===== src/rtl/ps2_host_tx.sv =====
// PS/2 host-to-device byte transmitter: inhibit, start, 8 data LSB first, odd parity, stop, ACK.
// Optional macro PS2_TX_TIMEOUT_EN adds a device-clock watchdog that aborts a stalled transfer.
module ps2_host_tx #(
  parameter int unsigned INHIBIT_CYCLES = 5000,
  parameter int unsigned TIMEOUT_CYCLES = 750000
) (
  input  logic       clk,
  input  logic       reset,
  input  logic       tx_valid,
  input  logic [7:0] tx_data,
  output logic       tx_ready,
  output logic       tx_done,
  output logic       tx_error,
  input  logic       ps2_clk_async,
  input  logic       ps2_data_async,
  output logic       ps2_clk_oe,
  output logic       ps2_data_oe,
  output logic       busy
);

  typedef enum logic [2:0] {
    S_IDLE,
    S_INHIBIT,
    S_DATA,
    S_PARITY,
    S_STOP,
    S_ACK,
    S_WAIT_IDLE
  } state_t;

  localparam logic [19:0] INH_LAST = 20'(INHIBIT_CYCLES - 1);

  state_t      state_q, state_d;
  logic [7:0]  shift_q, shift_d;
  logic        parity_q, parity_d;
  logic [2:0]  bit_cnt_q, bit_cnt_d;
  logic [19:0] inh_cnt_q, inh_cnt_d;
  logic        clk_oe_q, clk_oe_d;
  logic        data_oe_q, data_oe_d;
  logic        tx_done_q, tx_done_d;
  logic        tx_error_q, tx_error_d;
  logic        tx_ready_q, tx_ready_d;
  logic        busy_q, busy_d;

  logic        clk_meta_q, clk_sync_q, clk_prev_q;
  logic        data_meta_q, data_sync_q;
  logic        fe;

`ifdef PS2_TX_TIMEOUT_EN
  localparam logic [19:0] TMO_LAST = 20'(TIMEOUT_CYCLES - 1);
  logic [19:0] tmo_cnt_q, tmo_cnt_d;
  logic        in_xfer;
`endif

  assign fe = clk_prev_q & ~clk_sync_q;

  always_ff @(posedge clk) begin
    if (reset) begin
      clk_meta_q  <= 1'b1;
      clk_sync_q  <= 1'b1;
      clk_prev_q  <= 1'b1;
      data_meta_q <= 1'b1;
      data_sync_q <= 1'b1;
    end else begin
      clk_meta_q  <= ps2_clk_async;
      clk_sync_q  <= clk_meta_q;
      clk_prev_q  <= clk_sync_q;
      data_meta_q <= ps2_data_async;
      data_sync_q <= data_meta_q;
    end
  end

  always_comb begin
    state_d    = state_q;
    shift_d    = shift_q;
    parity_d   = parity_q;
    bit_cnt_d  = bit_cnt_q;
    inh_cnt_d  = inh_cnt_q;
    clk_oe_d   = clk_oe_q;
    data_oe_d  = data_oe_q;
    tx_done_d  = 1'b0;
    tx_error_d = 1'b0;

    case (state_q)
      S_IDLE: begin
        clk_oe_d  = 1'b0;
        data_oe_d = 1'b0;
        if (tx_valid && tx_ready_q) begin
          shift_d   = tx_data;
          parity_d  = ~^tx_data;
          bit_cnt_d = 3'd0;
          inh_cnt_d = 20'd0;
          clk_oe_d  = 1'b1;
          state_d   = S_INHIBIT;
        end
      end
      S_INHIBIT: begin
        // Start bit is placed on data in the same cycle the clock is released.
        if (inh_cnt_q >= INH_LAST) begin
          clk_oe_d  = 1'b0;
          data_oe_d = 1'b1;
          state_d   = S_DATA;
        end else if (inh_cnt_q != 20'hFFFFF) begin
          inh_cnt_d = inh_cnt_q + 20'd1;
        end
      end
      S_DATA: begin
        if (fe) begin
          data_oe_d = ~shift_q[0];
          shift_d   = shift_q >> 1;
          bit_cnt_d = bit_cnt_q + 3'd1;
          if (bit_cnt_q == 3'd7) begin
            state_d = S_PARITY;
          end
        end
      end
      S_PARITY: begin
        if (fe) begin
          data_oe_d = ~parity_q;
          state_d   = S_STOP;
        end
      end
      S_STOP: begin
        if (fe) begin
          data_oe_d = 1'b0;
          state_d   = S_ACK;
        end
      end
      S_ACK: begin
        data_oe_d = 1'b0;
        if (fe) begin
          if (!data_sync_q) begin
            state_d = S_WAIT_IDLE;
          end else begin
            tx_error_d = 1'b1;
            state_d    = S_IDLE;
          end
        end
      end
      S_WAIT_IDLE: begin
        data_oe_d = 1'b0;
        if (clk_sync_q && data_sync_q) begin
          tx_done_d = 1'b1;
          state_d   = S_IDLE;
        end
      end
      default: begin
        clk_oe_d  = 1'b0;
        data_oe_d = 1'b0;
        state_d   = S_IDLE;
      end
    endcase

`ifdef PS2_TX_TIMEOUT_EN
    in_xfer = (state_q == S_DATA) || (state_q == S_PARITY) || (state_q == S_STOP) ||
              (state_q == S_ACK) || (state_q == S_WAIT_IDLE);
    if (!in_xfer || fe) begin
      tmo_cnt_d = 20'd0;
    end else if (tmo_cnt_q != 20'hFFFFF) begin
      tmo_cnt_d = tmo_cnt_q + 20'd1;
    end else begin
      tmo_cnt_d = tmo_cnt_q;
    end
    // A stalled device wins over any completion decided in the same cycle.
    if (in_xfer && !fe && (tmo_cnt_q >= TMO_LAST)) begin
      clk_oe_d   = 1'b0;
      data_oe_d  = 1'b0;
      tx_done_d  = 1'b0;
      tx_error_d = 1'b1;
      tmo_cnt_d  = 20'd0;
      state_d    = S_IDLE;
    end
`endif

    tx_ready_d = (state_d == S_IDLE);
    busy_d     = (state_d != S_IDLE);
  end

  always_ff @(posedge clk) begin
    if (reset) begin
      state_q    <= S_IDLE;
      shift_q    <= 8'd0;
      parity_q   <= 1'b0;
      bit_cnt_q  <= 3'd0;
      inh_cnt_q  <= 20'd0;
      clk_oe_q   <= 1'b0;
      data_oe_q  <= 1'b0;
      tx_done_q  <= 1'b0;
      tx_error_q <= 1'b0;
      tx_ready_q <= 1'b1;
      busy_q     <= 1'b0;
    end else begin
      state_q    <= state_d;
      shift_q    <= shift_d;
      parity_q   <= parity_d;
      bit_cnt_q  <= bit_cnt_d;
      inh_cnt_q  <= inh_cnt_d;
      clk_oe_q   <= clk_oe_d;
      data_oe_q  <= data_oe_d;
      tx_done_q  <= tx_done_d;
      tx_error_q <= tx_error_d;
      tx_ready_q <= tx_ready_d;
      busy_q     <= busy_d;
    end
  end

`ifdef PS2_TX_TIMEOUT_EN
  always_ff @(posedge clk) begin
    if (reset) begin
      tmo_cnt_q <= 20'd0;
    end else begin
      tmo_cnt_q <= tmo_cnt_d;
    end
  end
`endif

  assign tx_ready    = tx_ready_q;
  assign tx_done     = tx_done_q;
  assign tx_error    = tx_error_q;
  assign ps2_clk_oe  = clk_oe_q;
  assign ps2_data_oe = data_oe_q;
  assign busy        = busy_q;

endmodule


===== config.mk =====
export PLATFORM = sky130hd
export DESIGN_NAME = ps2_host_tx
export DESIGN_NICKNAME = d
export VERILOG_FILES = /design/src/rtl/ps2_host_tx.sv
export SDC_FILE = /design/constraint.sdc
export NUM_CORES = 1
export LEC_CHECK = 0
export BUFFER_PORTS_ARGS = -buffer_cell sky130_fd_sc_hd__buf_4
export CORE_ASPECT_RATIO = 0.9
export CORE_MARGIN = 8
export CORE_UTILIZATION = 45
export CTS_CLUSTER_DIAMETER = 150
export DETAILED_ROUTE_END_ITERATION = 6
export PLACE_DENSITY = 0.65
export SETUP_SLACK_MARGIN = 0.1
export SLEW_MARGIN = 20
export SYNTH_ARGS = -nofsm -noshare
export SYNTH_HDL_FRONTEND = slang
export SYNTH_SLANG_ARGS = --single-unit

===== constraint.sdc =====
create_clock -name clk -period 2.2 [get_ports clk]
set_input_delay 0.11 -clock clk [delete_from_list [all_inputs] [get_ports clk]]
set_output_delay 0.11 -clock clk [all_outputs]
set_load 0.02 [all_outputs]

======== Word-level counts from Yosys, hierarchy flattened ========
Index checks and enable logic that the tools add are counted.
storage, ports and cells
  flip-flop bits (word level) ............. 46
  input bits .............................. 13
cells by class
  reduce and logical (&&, ||, !) cells .... 16
  $lt $le $gt $ge ......................... 1
  $add $sub $neg .......................... 2
  equality and inequality tests ........... 15
  bitwise gates (word level) .............. 8
  mux-type cells .......................... 30
operator list
  kind                     number
  $mux W20                 3
  $pmux W20 S2             1
  $mux W3                  11
  $pmux W3 S7              1
  $add A20 B1 Y20 const B  1
  $ge A20 B13 Y1 const B   1
  $ne A20 B20 Y1 const B   1
  $mux W8                  2
  $pmux W8 S2              1
  $ne A2 B2 Y1 const B     7
  $eq A3 B3 Y1 const B     4
  $mux W1                  8
  $reduce_and A4 Y1        2
  $reduce_xnor A8 Y1       1
  $not A1 Y1               7
  $eq A3 B2 Y1 const B     2
  $logic_not A3 Y1         2
  $pmux W3 S2              1
  $reduce_or A5 Y1         1
  $pmux W1 S4              1
  $reduce_and A2 Y1        2
  $reduce_bool A2 Y1       2
  $add A3 B1 Y3 const B    1
  $eq A3 B1 Y1 const B     1
  other kinds (7)          8

======== Logic depth before layout (Yosys ltp) ========
Gate-level depths: netlist (run 1).
  word-level depth ........................ 5
  gate-level depth with buffers ........... 8
  gate-level depth less buffers ........... 6

======== Least setup slack after synthesis (run 1) ========
No wires, ideal clock.
  kind .................................... flip-flop to flip-flop
  from .................................... register inh_cnt_q[3]
  to ...................................... register inh_cnt_q[10]
  data required time ...................... 2.130 ns
  path buffers ............................ 1
  data arrival time ....................... 1.859 ns
  cell stages (with the launch flop) ...... 7
  clock period less this slack ............ 1.929 ns
  path slack .............................. 0.271 ns
  cell sequence ........................... dfxtp_1 > buf_6 > or4_4 > o211ai_2 > a21oi_2 > or4_1 > a21oi_1
between the ends
  cells in the longest elaborated chain, start to end .. 4
RTL lines
  item                    RTL line  text
  start, declared         37        logic [19:0] inh_cnt_q, inh_cnt_d;
  start signal, assigned  197       inh_cnt_q <= inh_cnt_d;
  $add A20 B1 Y20         104       inh_cnt_d = inh_cnt_q + 20'd1;
  $mux W20                103       end else if (inh_cnt_q != 20'hFFFFF) begin
  $mux W20                99        if (inh_cnt_q >= INH_LAST) begin
  $pmux W20 S2            84        case (state_q)
Parallel ways exist; a longest one is shown, timed or not. The select of a mux whose other input is x is not followed.
A chain may end at the register's enable or synchronous reset.

======== Worst setup path after layout (run 1) ========
Ends and elaborated chain as after synthesis.

==> flow_summary.yaml, run 1 <==
run_status:
  status: "finished, final reports clean"
timing:
  setup_viol: 0
  fmax_mhz: 508
  drv_slew: 0
  finalCritPeriodShare_pct: 89.5
  tightest_slew_ps: 585
  final.setup.tns_ps: 0
  finClkSkew_ps: 7.62
  relSlewSlack_pct: 60.9
  fin_ws_ps: 230
  hold_violations: 0
  rsz0062_at_grt: "false"
  min_period_ps: 1970
die:
  coreArea_um2: 4490
  die-height_um: 81.2
  rows: 23
  dieArea_um2: 7190
  die_w_um: 88.5
  start_util_pct: 47.4
  io_pins: 19
routing:
  drtAntennaViolNets: 0
  drtPass1Iterations: 4
  drt-initial-drc-count: 94
  wire_per_inst_um: 12.4
  via_count: 1697
  vias_per_cell: 5.25
  drt-total-wl_um: 4010
  drc: 0
layout:
  most-common-layout-cells: "45 x dfxtp_1, 26 x buf_4, 21 x nor2_1"
  instances_no_fill: 323
  drive_gt1_share_pct: 17.2
  nets: 276
  n_fill_cell: 451
  final_common_cell: "dfxtp_1"
  area_growth_pct: 15.9
  n_antenna_cell: 0
placement:
  port-buffer-count: 18
  dp.cells: 313
  dp_slack_ps: 228
  gp_congestion: 0.805
  place_hpwl_um: 2970
logic_synthesis:
  synthCells: 238
  ys_seq_area_share_pct: 43.3
  synth_edf_count: 0
  synth.avg_cell_area_um2: 8.94
  ys_seq_elements: 46
  synth-simple-area-share_pct: 25.9
  synthesis.area_um2: 2130
  yosysWarnings: 0
  synth_xor_area_share_pct: 4.53
  synthAdderAreaFrac_pct: 1.76
  synth_top_flop_cell: "dfxtp_1"
  synth_compound_area_share_pct: 13.0
  yosys.area.top_type: "dfxtp_1"
  synthMuxAreaShare_pct: 8.00
  synthTopCellsByArea: "dfxtp_1 43%, mux2i_1 8.0%, nand2_1 3.7%"
  synth_top_family_by_area: "simple AND/OR/NAND/NOR gates"
  synth_cell_types: 47
  async_reset_ff_share_pct: 0
  yosysTopAreaCellShare_pct: 43.3
  synth_nets: 254
clocking:
  cts_tree: "yes"
  clkSlewWorstSetupHoldPaths_ps: 90
  clock_path_buffers: 2
  cts_max_level: 2
  cts_root_buf: "clkbuf_8"
  cts_buffers: 5
  insertion_delay_ps: 300
  clock_sinks: 46
pwr:
  p_clk_share_pct: 32.8
  p_seq_share_pct: 54.6
  p_total_uw: 1620
  peakVddDrop_v: 0.000359
  power_density_nw_per_um2: 656
  p_sw_share_pct: 25.2
  switching_power_uw: 407
  p_leak_uw: 0.000997
  comb_power_share_pct: 12.7
  p_int_uw: 1210
worst_setup_path:
  cp.required_ps: 2430
  crit_path_end_kind: "flop"
  setup.worst_path.class: "flop to flop"
  worstPathMaxFanout: 8
  cp-start-kind: "flop"
  worstPathArrival_ps: 2200
  max_stage_delay_ps: 560
  path_cells: "or4_4 > o211ai_4 > a21oi_2 > or4_1 > a21oi_1"
  slowest_stage: "or4_4"
global_route:
  grt_start_max_net_pins: 26
  grt_antenna_before_repair: 0
  grt_overflow_total: 0
  grt_usage_pct: 12.7
  grt_first_pass_wirelength_um: 7310
  grt_pass1_vias: 1613
hold_path:
  min_path_type: "input port to flop"
flow_run:
  cap_viol_max_count: 0
[final cells by class]
class	instances	area, um2	share of cell area (%)
tap	62	77.6	3.15
inverter	4	15.0	0.609
sequential	46	922	37.4
timing repair buffer	28	215	8.73
clock buffer	7	86.3	3.50
clock inverter	1	5.00	0.203
multi-input combinational	175	1140	46.4
[final timing paths]
kind                                    from             to  slack, ps  cells past startpoint
worst max-delay path            inh_cnt_q[3]  inh_cnt_q[10]        230                      5
worst min-delay path              tx_data[7]     shift_q[7]        120                      3
worst max register to register  inh_cnt_q[3]  inh_cnt_q[10]        230                      5
worst min register to register   data_meta_q    data_sync_q        410                      1
[registers in the layout (all words and copies together), names as in the netlist, 3 cells and up]
register	cells
inh_cnt_q	20
shift_q	8
bit_cnt_q	3
state_q	3
[power groups by stage]
stage / Clock (uW) / Combinational [uW] / Sequential [uW]
after detailed placement: 0 / 203 / 902
after floorplan: 0 / 133 / 906
after CTS: 540 / 207 / 882
after global placement: 0 / 201 / 901
after global routing: 566 / 230 / 886
final: 530 / 205 / 882
[critical path, delay by kind of cell, from the launching register on]
kind	cells	cell delay, ps
DFF	1	370
and+or+nand+nor	2	1050
AOI/OAI and AO/OA	3	480
[per-stage QoR]
step | area, um2 | hold slack [ps] | util [%]
after floorplan | 2130 | 214 | -
after global placement | 2340 | 295 | 52.1
after detailed placement | 2340 | 298 | 52.1
after CTS | 2450 | 121 | 54.6
after global routing | 2460 | 178 | 54.9
final | 2460 | 118 | 54.9
[cell families (layout without fill, tap and decap cells)]
kind of cell | Yosys count | in the layout
mux | 17 | 17
fa+ha+maj | 3 | 3
flops | 46 | 46
xor+xnor | 11 | 11
simple gates | 104 | 104
buf+inv | 17 | 40
compound gates | 40 | 40
[what timing repair did]
item	CTS	global route
endpoints found under the setup margin	0	5
hold buffers	2	0
endpoints found under the hold margin	2	0
setup buffers	0	0
gates resized for setup	0	3
[synth_stat cells, types with 2 or more instances]
cell      count
dfxtp_1      46
nand2_1      21
nor2_1       21
mux2i_1      17
a21oi_1      12
nand3_1      10
and2_1        9
nor3_1        9
xnor2_1       9
clkbuf_1      8
nand2b_1      8
a211oi_1      7
and3_1        5
or2_2         5
inv_1         4
o21ai_0       4
ha_1          3
nor2b_1       3
a22oi_1       2
buf_1         2
buf_2         2
nand3b_1      2
nand4_1       2
nor3b_1       2
or4_1         2
xor2_1        2
[routing by layer]
metal  global-route usage (%)  routed length, um  part of all wire [%]
met5                        0                  0                     0
met4                     5.06                 74                   1.8
met1                     16.7               2040                    51
met3                     3.13                138                   3.4
met2                     19.5               1750                    44
Note: power is estimated with default switching activity, not from simulation.
==> run 2, diff against run 1 <==
Settings changed: CORE_UTILIZATION 45 to 58, PLACE_DENSITY 0.65 to 0.8.
==> flow_summary.yaml, run 2 (synthesized netlist as in run 1, its figures left out) <==
timing:
  drv_slew: 0
  finalCritPeriodShare_pct: 90.8
  tightest_slew_ps: 483
  rsz0062_at_grt: "false"
  min_period_ps: 2000
  fmax_mhz: 500
  setup_viol: 0
  whs_ps: 148
  relSlewSlack_pct: 67.8
  final.setup.tns_ps: 0
  hold_violations: 0
  finClkSkew_ps: 5.09
layout:
  multi_input_area_um2: 1140
  seq_area_um2: 921
  final_core_util_pct: 66.9
  top_regs: "inh_cnt_q x20, shift_q x8"
  final_area_um2: 2430
  nets: 275
  drive_gt1_share_pct: 16.3
  area_growth_pct: 14.1
  final_common_cell: "dfxtp_1"
  n_fill_cell: 292
  n_antenna_cell: 0
  largest_register_ffs: 20
  largest_register: "inh_cnt_q"
  most-common-layout-cells: "46 x dfxtp_1, 25 x buf_4, 21 x nand2_1"
worst_setup_path:
  cp-start-kind: "flop"
  cp.required_ps: 2430
  critPathLaunch: "inh_cnt_q[3]"
  crit_path_end_kind: "flop"
  setup.worst_path.class: "flop to flop"
  rr_startpoint: "inh_cnt_q[3]"
  worstPathMaxFanout: 8
  worstPathArrival_ps: 2230
hold_path:
  min_path_type: "input port to flop"
  hp-start: "tx_data[7]"
clocking:
  clkSlewWorstSetupHoldPaths_ps: 80
  cts_tree: "yes"
  insertion_delay_ps: 290
  clock_path_buffers: 2
  cts_setup_buffers: 0
  cts_buffers: 5
  cts_root_buf: "clkbuf_8"
  cts_max_level: 2
  clock_sinks: 46
pwr:
  p_total_uw: 1580
  power_density_nw_per_um2: 651
  p_seq_share_pct: 56.0
  p_int_uw: 1200
  peakVddDrop_v: 0.000549
  comb_power_share_pct: 13.0
  p_clk_share_pct: 31.0
  switching_power_uw: 383
  p_leak_uw: 0.000986
  p_sw_share_pct: 24.2
global_route:
  grt_usage_pct: 15.4
  grt_antenna_before_repair: 0
  grt_first_pass_wirelength_um: 7310
  grt_overflow_total: 0
  grt_start_max_net_pins: 26
  grt_pass1_vias: 1640
routing:
  vias_per_cell: 5.62
  wire_per_inst_um: 13.8
  drc: 0
  drtAntennaViolNets: 0
  drt-initial-drc-count: 175
  via_count: 1709
  drtPass1Iterations: 4
  drt-total-wl_um: 4200
run_status:
  status: "finished, final reports clean"
die:
  coreArea_um2: 3630
  dieArea_um2: 5860
  start_util_pct: 58.7
  die-height_um: 73.5
  rows: 21
  die_w_um: 79.8
  io_pins: 19
placement:
  place_hpwl_um: 3100
  gp_congestion: 0.859
  port-buffer-count: 18
  dpl_cell_area_um2: 2310
flow_run:
  cap_viol_max_count: 0
-- run 2: what timing repair did --
| item | 4_1_cts | 5_1_grt |
|---|---|---|
| hold buffers | 2 | 0 |
| hold endpoints to repair | 2 | 0 |
| setup endpoints to repair | 0 | 2 |
| gates resized for setup | 0 | 2 |
-- run 2: layout make-up --
type / instances / area share (%)
tap: 46 / 2.37
clock buffer: 6 / 3.40
multi-input combinational: 175 / 47.1
timing repair buffer: 27 / 8.56
sequential: 46 / 37.9
inverter: 4 / 0.619
-- run 2: final timing paths --
kind | endpoint | slack [ps] | cells past startpoint
worst min-delay path | shift_q[7] | 150 | 3
worst max-delay path | inh_cnt_q[10] | 200 | 5
worst max register to register | inh_cnt_q[10] | 200 | 5
worst min register to register | clk_sync_q | 410 | 1
-- run 2: metal layers --
metal / vias up / part of all wire [%] / routed length [um] / global-route usage [%]
met3: 11 / 3.7 / 154 / 4.03
li1: 875 / - / - / -
met2: 24 / 45 / 1890 / 24.8
met1: 799 / 49 / 2050 / 18.9
met5: - / 0 / 0 / 0
met4: 0 / 2.3 / 97 / 6.85
-- run 2: critical path: stages, from the launching register on --
cell and delay [ps]:
dfxtp_1 380, or4_4 580, o211ai_4 230, a21oi_2 120
or4_1 480, a21oi_1 140
-- run 2: per-stage QoR --
stage               setup slack, ps  cells
finish                          201    304
floorplan                       271    238
detailed placement              206    296
global route                    109    304
CTS                             194    304
global placement                269    296
-- run 2: power groups by stage --
stage | Clock [uW] | Combinational (uW) | Sequential (uW)
final | 491 | 205 | 885
after floorplan | 0 | 133 | 906
after global routing | 543 | 226 | 889
after detailed placement | 0 | 201 | 905
after CTS | 508 | 205 | 885
after global placement | 0 | 194 | 903
==> run 3, diff against run 2 <==
Settings changed: PLACE_DENSITY 0.8 to 0.78, SLEW_MARGIN 20 to 10.
==> flow_summary.yaml, run 3 (synthesized netlist as in run 1, its figures left out) <==
clocking:
  clock_path_buffers: 2
  insertion_delay_ps: 300
  cts_root_buf: "clkbuf_8"
  cts_max_level: 2
  clkSlewWorstSetupHoldPaths_ps: 80
  cts_setup_buffers: 0
  clock_sinks: 46
  cts_buffers: 5
  cts_tree: "yes"
worst_setup_path:
  max_stage_delay_ps: 560
  worstPathArrival_ps: 2190
  setup.worst_path.class: "flop to flop"
  cp-start-kind: "flop"
  critPathLaunch: "inh_cnt_q[3]"
  path_cells: "or4_4 > o211ai_4 > a21oi_2 > or4_1 > a21oi_1"
  cp_num_buf_inv: 0
  critPathTopFamily: "simple AND/OR/NAND/NOR gates"
  slowest_stage: "or4_4"
  crit_path_end_kind: "flop"
  cp.required_ps: 2430
  worstPathMaxFanout: 8
  rr_startpoint: "inh_cnt_q[3]"
routing:
  via_count: 1667
  dr.max_layer_used: "met4"
  vias_per_cell: 5.50
  route.met3.wl_um: 150
  drt-initial-drc-count: 114
  drt-total-wl_um: 3910
  drtPass1Iterations: 4
  drtAntennaViolNets: 0
  wl_met2_um: 1670
  drc: 0
  wire_per_inst_um: 12.9
  drt-met1-wl_um: 2030
layout:
  largest_register: "inh_cnt_q"
  drive_gt1_share_pct: 17.1
  final_area_um2: 2420
  largest_register_ffs: 20
  instances_no_fill: 303
  nets: 274
  top_regs: "inh_cnt_q x20, shift_q x8"
  most-common-layout-cells: "43 x dfxtp_1, 24 x buf_4, 21 x nand2_1"
  n_antenna_cell: 0
  final_common_cell: "dfxtp_1"
  area_growth_pct: 13.9
die:
  die_w_um: 79.8
  io_pins: 19
  die-height_um: 73.5
  coreArea_um2: 3630
  rows: 21
  dieArea_um2: 5860
  start_util_pct: 58.7
timing:
  drv_slew: 0
  relSlewSlack_pct: 68.1
  finalCritPeriodShare_pct: 89.2
  fmax_mhz: 509
  tightest_slew_ps: 478
  final.setup.tns_ps: 0
  fin_ws_ps: 237
  hold_violations: 0
  setup_viol: 0
  rsz0062_at_grt: "false"
  finClkSkew_ps: 2.50
  min_period_ps: 1960
global_route:
  grt_pass1_vias: 1526
  grt_start_max_net_pins: 26
  grt_usage_pct: 14.6
  grt_first_pass_wirelength_um: 6870
  grt_overflow_total: 0
  grt_antenna_before_repair: 0
run_status:
  status: "finished, final reports clean"
placement:
  port-buffer-count: 18
  dp_slack_ps: 221
  dp.cells: 295
  place_hpwl_um: 2890
  gp_congestion: 0.842
  dpl_cell_area_um2: 2310
pwr:
  peakVddDrop_v: 0.000424
  power_density_nw_per_um2: 653
  p_total_uw: 1580
  p_leak_uw: 0.000982
hold_path:
  hp-start: "tx_data[7]"
  min_path_type: "input port to flop"
flow_run:
  cap_viol_max_count: 0
==> run 3: cell types whose count changed in the layout (fill, tap and decap cells not counted) <==
cell	previous run	this run
dfxtp_1	46	43
dfxtp_2	0	3
buf_4	25	24
==> run 3: worst paths after layout <==
path              endpoint  slack (ps)  cells after the start
max reg2reg  inh_cnt_q[10]         240                      5
min reg2reg    data_sync_q         410                      1
max          inh_cnt_q[10]         240                      5
min             shift_q[7]         150                      3
==> run 3: final cells by class <==
cell class | instances | area, um2
repair buffers | 26 | 200
well taps | 46 | 57.6
flip-flops and latches | 46 | 925
multi-input cells | 175 | 1140
inverters | 4 | 15.0
fillers | 294 | 1200
clock buffers | 6 | 82.6
==> run 3: worst min-delay path, stage by stage <==
cell     delay, ps
buf_4           90
mux2i_1         60
nor3_1         130
==> run 3: layer usage <==
| layer | GRT usage (%) | vias up |
|---|---|---|
| li1 | - | 876 |
| met1 | 19.5 | 758 |
| met2 | 21.2 | 27 |
| met3 | 4.65 | 6 |
| met4 | 6.05 | 0 |
| met5 | 0 | - |
==> run 3: report_power, final <==
group / total, uW / internal (uW) / leakage (uW) / switching [uW]
logic: 199 / 91.6 / 0.000563 / 107
registers: 886 / 864 / 0.000376 / 21.6
clock network: 499 / 242 / 0.0000431 / 256
==> run 3: repair_timing <==
item / in CTS / in global routing
endpoints found under the setup margin: 0 / 11
hold buffers: 2 / 0
gates resized for setup: 0 / 5
hold endpoints to repair: 2 / 0
==> run 3: stage by stage <==
stage,hold WS [ps],util (%)
2_1_floorplan,214,-
3_3_place_gp,296,63.6
3_5_place_dp,297,63.6
4_1_cts,149,66.4
5_1_grt,161,66.8
6_report,149,66.8
